<file path="src/rtl/mdu_seq_pkg.sv">
// Shared constants for the multiply sequencer: ULA op codes, R-type funct codes
// and the FSM state encoding.
package mdu_seq_pkg;

    localparam logic [3:0] OP_ADD      = 4'b0000;

    localparam logic [5:0] FUNCT_MULT  = 6'h18;
    localparam logic [5:0] FUNCT_MULTU = 6'h19;

    localparam logic [2:0] ST_IDLE = 3'd0;
    localparam logic [2:0] ST_PREP = 3'd1;
    localparam logic [2:0] ST_ITER = 3'd2;
    localparam logic [2:0] ST_FIX  = 3'd3;
    localparam logic [2:0] ST_DONE = 3'd4;

    function automatic logic funct_is_mul(input logic [5:0] f);
        return (f == FUNCT_MULT) || (f == FUNCT_MULTU);
    endfunction

endpackage

</file>
<file path="src/rtl/mdu_seq_neg.sv">
// Conditional two's-complement negate; passes the input through when en is low.
module mdu_neg #(
    parameter int W = 64
) (
    input  logic         en,
    input  logic [W-1:0] din,
    output logic [W-1:0] dout
);

    // Negate as invert-plus-one when enabled.
    always_comb begin
        if (en) begin
            dout = ~din + {{(W-1){1'b0}}, 1'b1};
        end else begin
            dout = din;
        end
    end

endmodule

</file>
<file path="src/rtl/mdu_seq.sv">
// Radix-2 shift-add multiply sequencer for mult/multu; each partial-sum add is
// borrowed from the shared ULA through a request/grant handshake.
module mdu_seq
    import mdu_seq_pkg::*;
#(
    parameter int WIDTH = 32
) (
    input  logic             clk,
    input  logic             rst_n,
    input  logic             start,
    input  logic [5:0]       funct,
    input  logic [WIDTH-1:0] op_a,
    input  logic [WIDTH-1:0] op_b,
    output logic             alu_req,
    input  logic             alu_gnt,
    output logic [WIDTH-1:0] alu_a,
    output logic [WIDTH-1:0] alu_b,
    output logic [3:0]       alu_ctrl,
    input  logic [WIDTH-1:0] alu_result,
    output logic             busy,
    output logic             done,
    output logic [WIDTH-1:0] hi,
    output logic [WIDTH-1:0] lo
);

    localparam int CW = $clog2(WIDTH + 1);

    logic [2:0]         state_r;
    logic [WIDTH-1:0]   op_a_r;
    logic [WIDTH-1:0]   op_b_r;
    logic               is_signed_r;
    logic               sign_r;
    logic [WIDTH-1:0]   mcand_r;
    logic [WIDTH-1:0]   acc_r;
    logic [WIDTH-1:0]   mlo_r;
    logic [CW-1:0]      cnt_r;
    logic [WIDTH-1:0]   hi_r;
    logic [WIDTH-1:0]   lo_r;

    logic               accept_s;
    logic               in_iter_s;
    logic               carry_s;
    logic [WIDTH-1:0]   mag_a_s;
    logic [WIDTH-1:0]   mag_b_s;
    logic [2*WIDTH-1:0] fix_s;

    assign accept_s  = start && funct_is_mul(funct) &&
                       ((state_r == ST_IDLE) || (state_r == ST_DONE));
    assign in_iter_s = (state_r == ST_ITER);
    // The ULA result wrapped below acc exactly when the add carried out.
    assign carry_s   = (alu_result < acc_r);

    mdu_neg #(.W(WIDTH)) u_mag_a (
        .en   (is_signed_r & op_a_r[WIDTH-1]),
        .din  (op_a_r),
        .dout (mag_a_s)
    );

    mdu_neg #(.W(WIDTH)) u_mag_b (
        .en   (is_signed_r & op_b_r[WIDTH-1]),
        .din  (op_b_r),
        .dout (mag_b_s)
    );

    mdu_neg #(.W(2*WIDTH)) u_fix (
        .en   (sign_r),
        .din  ({acc_r, mlo_r}),
        .dout (fix_s)
    );

    // ULA port and status outputs decoded from the state register.
    always_comb begin
        alu_req  = in_iter_s;
        alu_ctrl = OP_ADD;
        busy     = (state_r == ST_PREP) || (state_r == ST_ITER) || (state_r == ST_FIX);
        done     = (state_r == ST_DONE);
        hi       = hi_r;
        lo       = lo_r;
        if (in_iter_s) begin
            alu_a = acc_r;
            alu_b = mlo_r[0] ? mcand_r : {WIDTH{1'b0}};
        end else begin
            alu_a = {WIDTH{1'b0}};
            alu_b = {WIDTH{1'b0}};
        end
    end

    // Sequencer FSM, shift registers, iteration counter and HI/LO.
    always_ff @(posedge clk) begin
        if (!rst_n) begin
            state_r     <= ST_IDLE;
            op_a_r      <= {WIDTH{1'b0}};
            op_b_r      <= {WIDTH{1'b0}};
            is_signed_r <= 1'b0;
            sign_r      <= 1'b0;
            mcand_r     <= {WIDTH{1'b0}};
            acc_r       <= {WIDTH{1'b0}};
            mlo_r       <= {WIDTH{1'b0}};
            cnt_r       <= {CW{1'b0}};
            hi_r        <= {WIDTH{1'b0}};
            lo_r        <= {WIDTH{1'b0}};
        end else begin
            case (state_r)
                ST_IDLE, ST_DONE: begin
                    if (accept_s) begin
                        op_a_r      <= op_a;
                        op_b_r      <= op_b;
                        is_signed_r <= (funct == FUNCT_MULT);
                        state_r     <= ST_PREP;
                    end else begin
                        state_r     <= ST_IDLE;
                    end
                end
                ST_PREP: begin
                    mcand_r <= mag_b_s;
                    mlo_r   <= mag_a_s;
                    sign_r  <= is_signed_r & (op_a_r[WIDTH-1] ^ op_b_r[WIDTH-1]);
                    acc_r   <= {WIDTH{1'b0}};
                    cnt_r   <= CW'(WIDTH);
                    state_r <= ST_ITER;
                end
                ST_ITER: begin
                    if (alu_gnt) begin
                        acc_r <= {carry_s, alu_result[WIDTH-1:1]};
                        mlo_r <= {alu_result[0], mlo_r[WIDTH-1:1]};
                        cnt_r <= cnt_r - CW'(1);
                        if (cnt_r == CW'(1)) begin
                            state_r <= ST_FIX;
                        end
                    end
                end
                ST_FIX: begin
                    acc_r   <= fix_s[2*WIDTH-1:WIDTH];
                    mlo_r   <= fix_s[WIDTH-1:0];
                    hi_r    <= fix_s[2*WIDTH-1:WIDTH];
                    lo_r    <= fix_s[WIDTH-1:0];
                    state_r <= ST_DONE;
                end
                default: begin
                    state_r <= ST_IDLE;
                end
            endcase
        end
    end

endmodule

</file>
<file path="config.mk">
export PLATFORM = sky130hd
export DESIGN_NAME = mdu_seq
export DESIGN_NICKNAME = d
export VERILOG_FILES = /design/src/rtl/mdu_seq_pkg.sv /design/src/rtl/mdu_seq_neg.sv /design/src/rtl/mdu_seq.sv
export SDC_FILE = /design/constraint.sdc
export NUM_CORES = 1
export LEC_CHECK = 0
export CORE_MARGIN = 1
export CORE_UTILIZATION = 45
export CTS_BUF_LIST = sky130_fd_sc_hd__clkbuf_16
export DETAILED_ROUTE_END_ITERATION = 12
export GPL_TIMING_DRIVEN = 0
export PLACE_DENSITY_LB_ADDON = 0.1
export SLEW_MARGIN = 25
export SYNTH_ARGS = -nofsm -noshare
export SYNTH_HDL_FRONTEND = slang
export SYNTH_HIERARCHICAL = 1
export SYNTH_SLANG_ARGS = --single-unit
</file>
<file path="constraint.sdc">
create_clock -name clk -period 4.6 [get_ports clk]
set_clock_uncertainty 0.1 [all_clocks]
set_input_delay 0.92 -clock clk [delete_from_list [all_inputs] [get_ports clk]]
set_output_delay 0.92 -clock clk [all_outputs]
set_load 0.005 [all_outputs]
</file>
==> flow_metrics.tcl <==
set metrics [dict create \
    synth-compound-area-share 0.182 \
    wl_per_cell_um 17.4 \
    setup_slack_ns 0.810 \
    reg2reg_to "acc_r[31]" \
    synthDistinctLibCells 71 \
    clock.fmax_mhz 264 \
    synth_top_family_by_area "simple AND/OR/NAND/NOR gates" \
    rr_worst_depth 10 \
    numCtsBuffers 26 \
    tritoncts "yes" \
    viasPerCell 5.45 \
    synth_xor_area_frac 0.0819 \
    synth-edff-count 0 \
    syn_inst 1752 \
    cts_hold_buf 0 \
    setup-tns-final_ns 0 \
    cts.path.max_buffers 3 \
    globalRouteTotalUtil 0.266 \
    clk_pin_slew_ns 0.06 \
    insertion_delay_ns 0.54 \
    reg2reg_slack_ns 1.09 \
    netlist_area_um2 13700 \
    grt_overflow 0 \
    vdd_ir_drop_max_v 0.000217 \
    grt_pass1_wl_um 66700 \
    place.gp.congestion 0.913 \
    io_pins 241 \
    cp-end-kind "output port" \
    port_buffers 236 \
    startpoint "state_r[0]" \
    rsz0062_at_grt "false" \
    dpl.hpwl_um 32000 \
    grt_max_degree 14 \
    setup_violations 0 \
    htree_levels 1 \
    antenna_found_initial 0 \
    synth_area_per_cell_um2 7.81 \
    drtIter0Drc 914 \
    diodes 0 \
    grt_pass1_vias 12800 \
    required_ns 3.58 \
    min_path_cells 2 \
    cp_num_buf_inv 3 \
    final-max-slew-violation-count 0 \
    first_pass_iters 5 \
    post_cts.repair.setup_buffers 0 \
    synth-async-reset-ratio 0 \
    cp_data_arrival_time_ns 2.77 \
    worst_path_max_delay_cell "clkbuf_1" \
    fp.dieH_um 176 \
    yosys_warnings 6 \
    max-slew-margin-rel 0.339 \
    cts.repair.resized 0 \
    cpPeakStageDelay_ns 0.54 \
    crit_type "reg2out" \
    antenna_left 0 \
    core_area_um2 29800 \
    min_to "lo[21]" \
    area_delta_synth_final_pct 26.7 \
    ys_seq_area_frac 0.344 \
    dp_slack_ns 1.20 \
    fin_crit_sh 0.824 \
    hold_path.class "reg2reg" \
    layout.nets 2161 \
    vias 13200 \
    critPathMaxFanout 10 \
    hold_viol 0 \
    crit_chain "buf_2 -> nor3b_4 -> clkbuf_1 -> and3_1 -> clkdlybuf4s50_1" \
    dieArea_um2 31100 \
    outcome "complete, no violations" \
    drive_gt1_frac 0.0751 \
    cap_violations 0 \
    min_period_ns 3.79 \
    synthSimpleGateAreaFrac 0.258 \
    initial_utilization 0.459 \
    start_kind "register" \
    synthAdderAreaFrac 0.0329 \
    r2r-start "acc_r[0]" \
    routed_wl_um 42200 \
    ys.flop_type "dfxtp_1" \
    n_fill_cell 2856 \
    synth.area.mux_share 0.0461 \
    p_per_area_nw_per_um2 246 \
    mostFrequentLayoutCells "nand2_1 (371), a21oi_1 (238), clkdlybuf4s50_1 (236), dfxtp_1 (235), xnor2_1 (126)" \
    hold_start "lo[21]" \
    synth_seq_cells 235 \
    die_w_um 176 \
    total_leakage_power_nw 6.19 \
    drc 0 \
    mostFrequentLayoutCell "nand2_1" \
    tightest_slew_ns 0.991 \
    crit_family "buffers and inverters" \
    rows 63 \
    clkSinkCount 235 \
    ctsRootBufferMaster "clkbuf_16" \
]
[synthesized netlist by cell type, drive strengths merged (17+ instances only)]
library cell  instances  area (um^2)
nand2               371         1390
a21oi               239         1200
dfxtp               235         4700
xnor2               126         1100
nor2                118          445
nor3                 76          397
buf                  67          349
mux2i                63          631
clkbuf               62          240
o31ai                43          353
inv                  41          154
o21ai                41          205
ha                   36          450
a211oi               33          248
and3                 33          206
o41ai                32          389
nor4                 17          248
[logic make-up after synthesis]
logic type | count (synthesis)
xor+xnor | 128
mux | 63
compound gates | 399
flops | 235
fa+ha+maj | 36
simple gates | 719
other cells | 1
buf+inv | 171
[layout make-up]
cell class	instances	area (um^2)	share of cell area
multi-input cells	1349	8240	0.475
flip-flops and latches	235	4700	0.271
repair buffers	236	2360	0.136
plain buffers	129	589	0.0340
well taps	390	488	0.0282
inverters	42	158	0.00910
clock inverters	19	115	0.00664
clock buffers	27	676	0.0390
[where the power goes]
part           internal, mW  leakage (nW)  switching (mW)  total, mW
Combinational         0.130          3.91           0.139      0.269
Sequential             2.04          1.89         0.00749       2.05
Clock                  1.11         0.390           0.839       1.95
[worst reg2reg max path: stages (launching register included)]
cell	delay [ns]
dfxtp_1	0.39
or4_2	0.71
nor3_1	0.37
nand3_2	0.33
o31ai_1	0.37
xnor2_1	0.11
nand4b_1	0.15
nor4b_1	0.46
nand2_1	0.13
o221ai_1	0.20
a21oi_1	0.06
[sequential cells by signal, indices dropped and copies added, names as in the netlist]
signal       flops
mcand_r         32
op_a_r          32
cnt_r            6
sign_r           1
hi              32
is_signed_r      1
lo              32
mlo_r           32
op_b_r          32
acc_r           32
state_r          3
[layer usage]
metal	vias up	GRT usage	part of all wire
met3	51	0.0362	0.058
li1	6597	-	-
met4	0	0.0639	0.017
met2	403	0.440	0.45
met1	6186	0.365	0.47
met5	-	0	0
[through the flow]
| stage | hold slack [ns] | cells | total power, mW | utilization | instance area, um^2 |
|---|---|---|---|---|---|
| 6_report | 0.353 | 2427 | 4.26 | 0.582 | 17300 |
| 2_1_floorplan | 0.331 | 1755 | 2.21 | - | 13700 |
| 5_1_grt | 0.368 | 2427 | 4.40 | 0.582 | 17300 |
| 4_1_cts | 0.352 | 2427 | 4.29 | 0.582 | 17300 |
| 3_5_place_dp | 0.345 | 2381 | 2.36 | 0.555 | 16500 |
| 3_3_place_gp | 0.341 | 2381 | 2.35 | 0.555 | 16500 |
[worst max path at each step]
stage                     slack (ns)        end  cells after the start
final                           0.81  alu_b[29]                      5
after detailed placement        1.20  acc_r[31]                     10
after floorplan                 1.63  acc_r[31]                     10
after CTS                       0.77  alu_a[23]                      6
after global routing            0.69  alu_a[31]                      6
after global placement          1.21  acc_r[31]                     10
No activity file was read; power rests on OpenSTA's default activity.
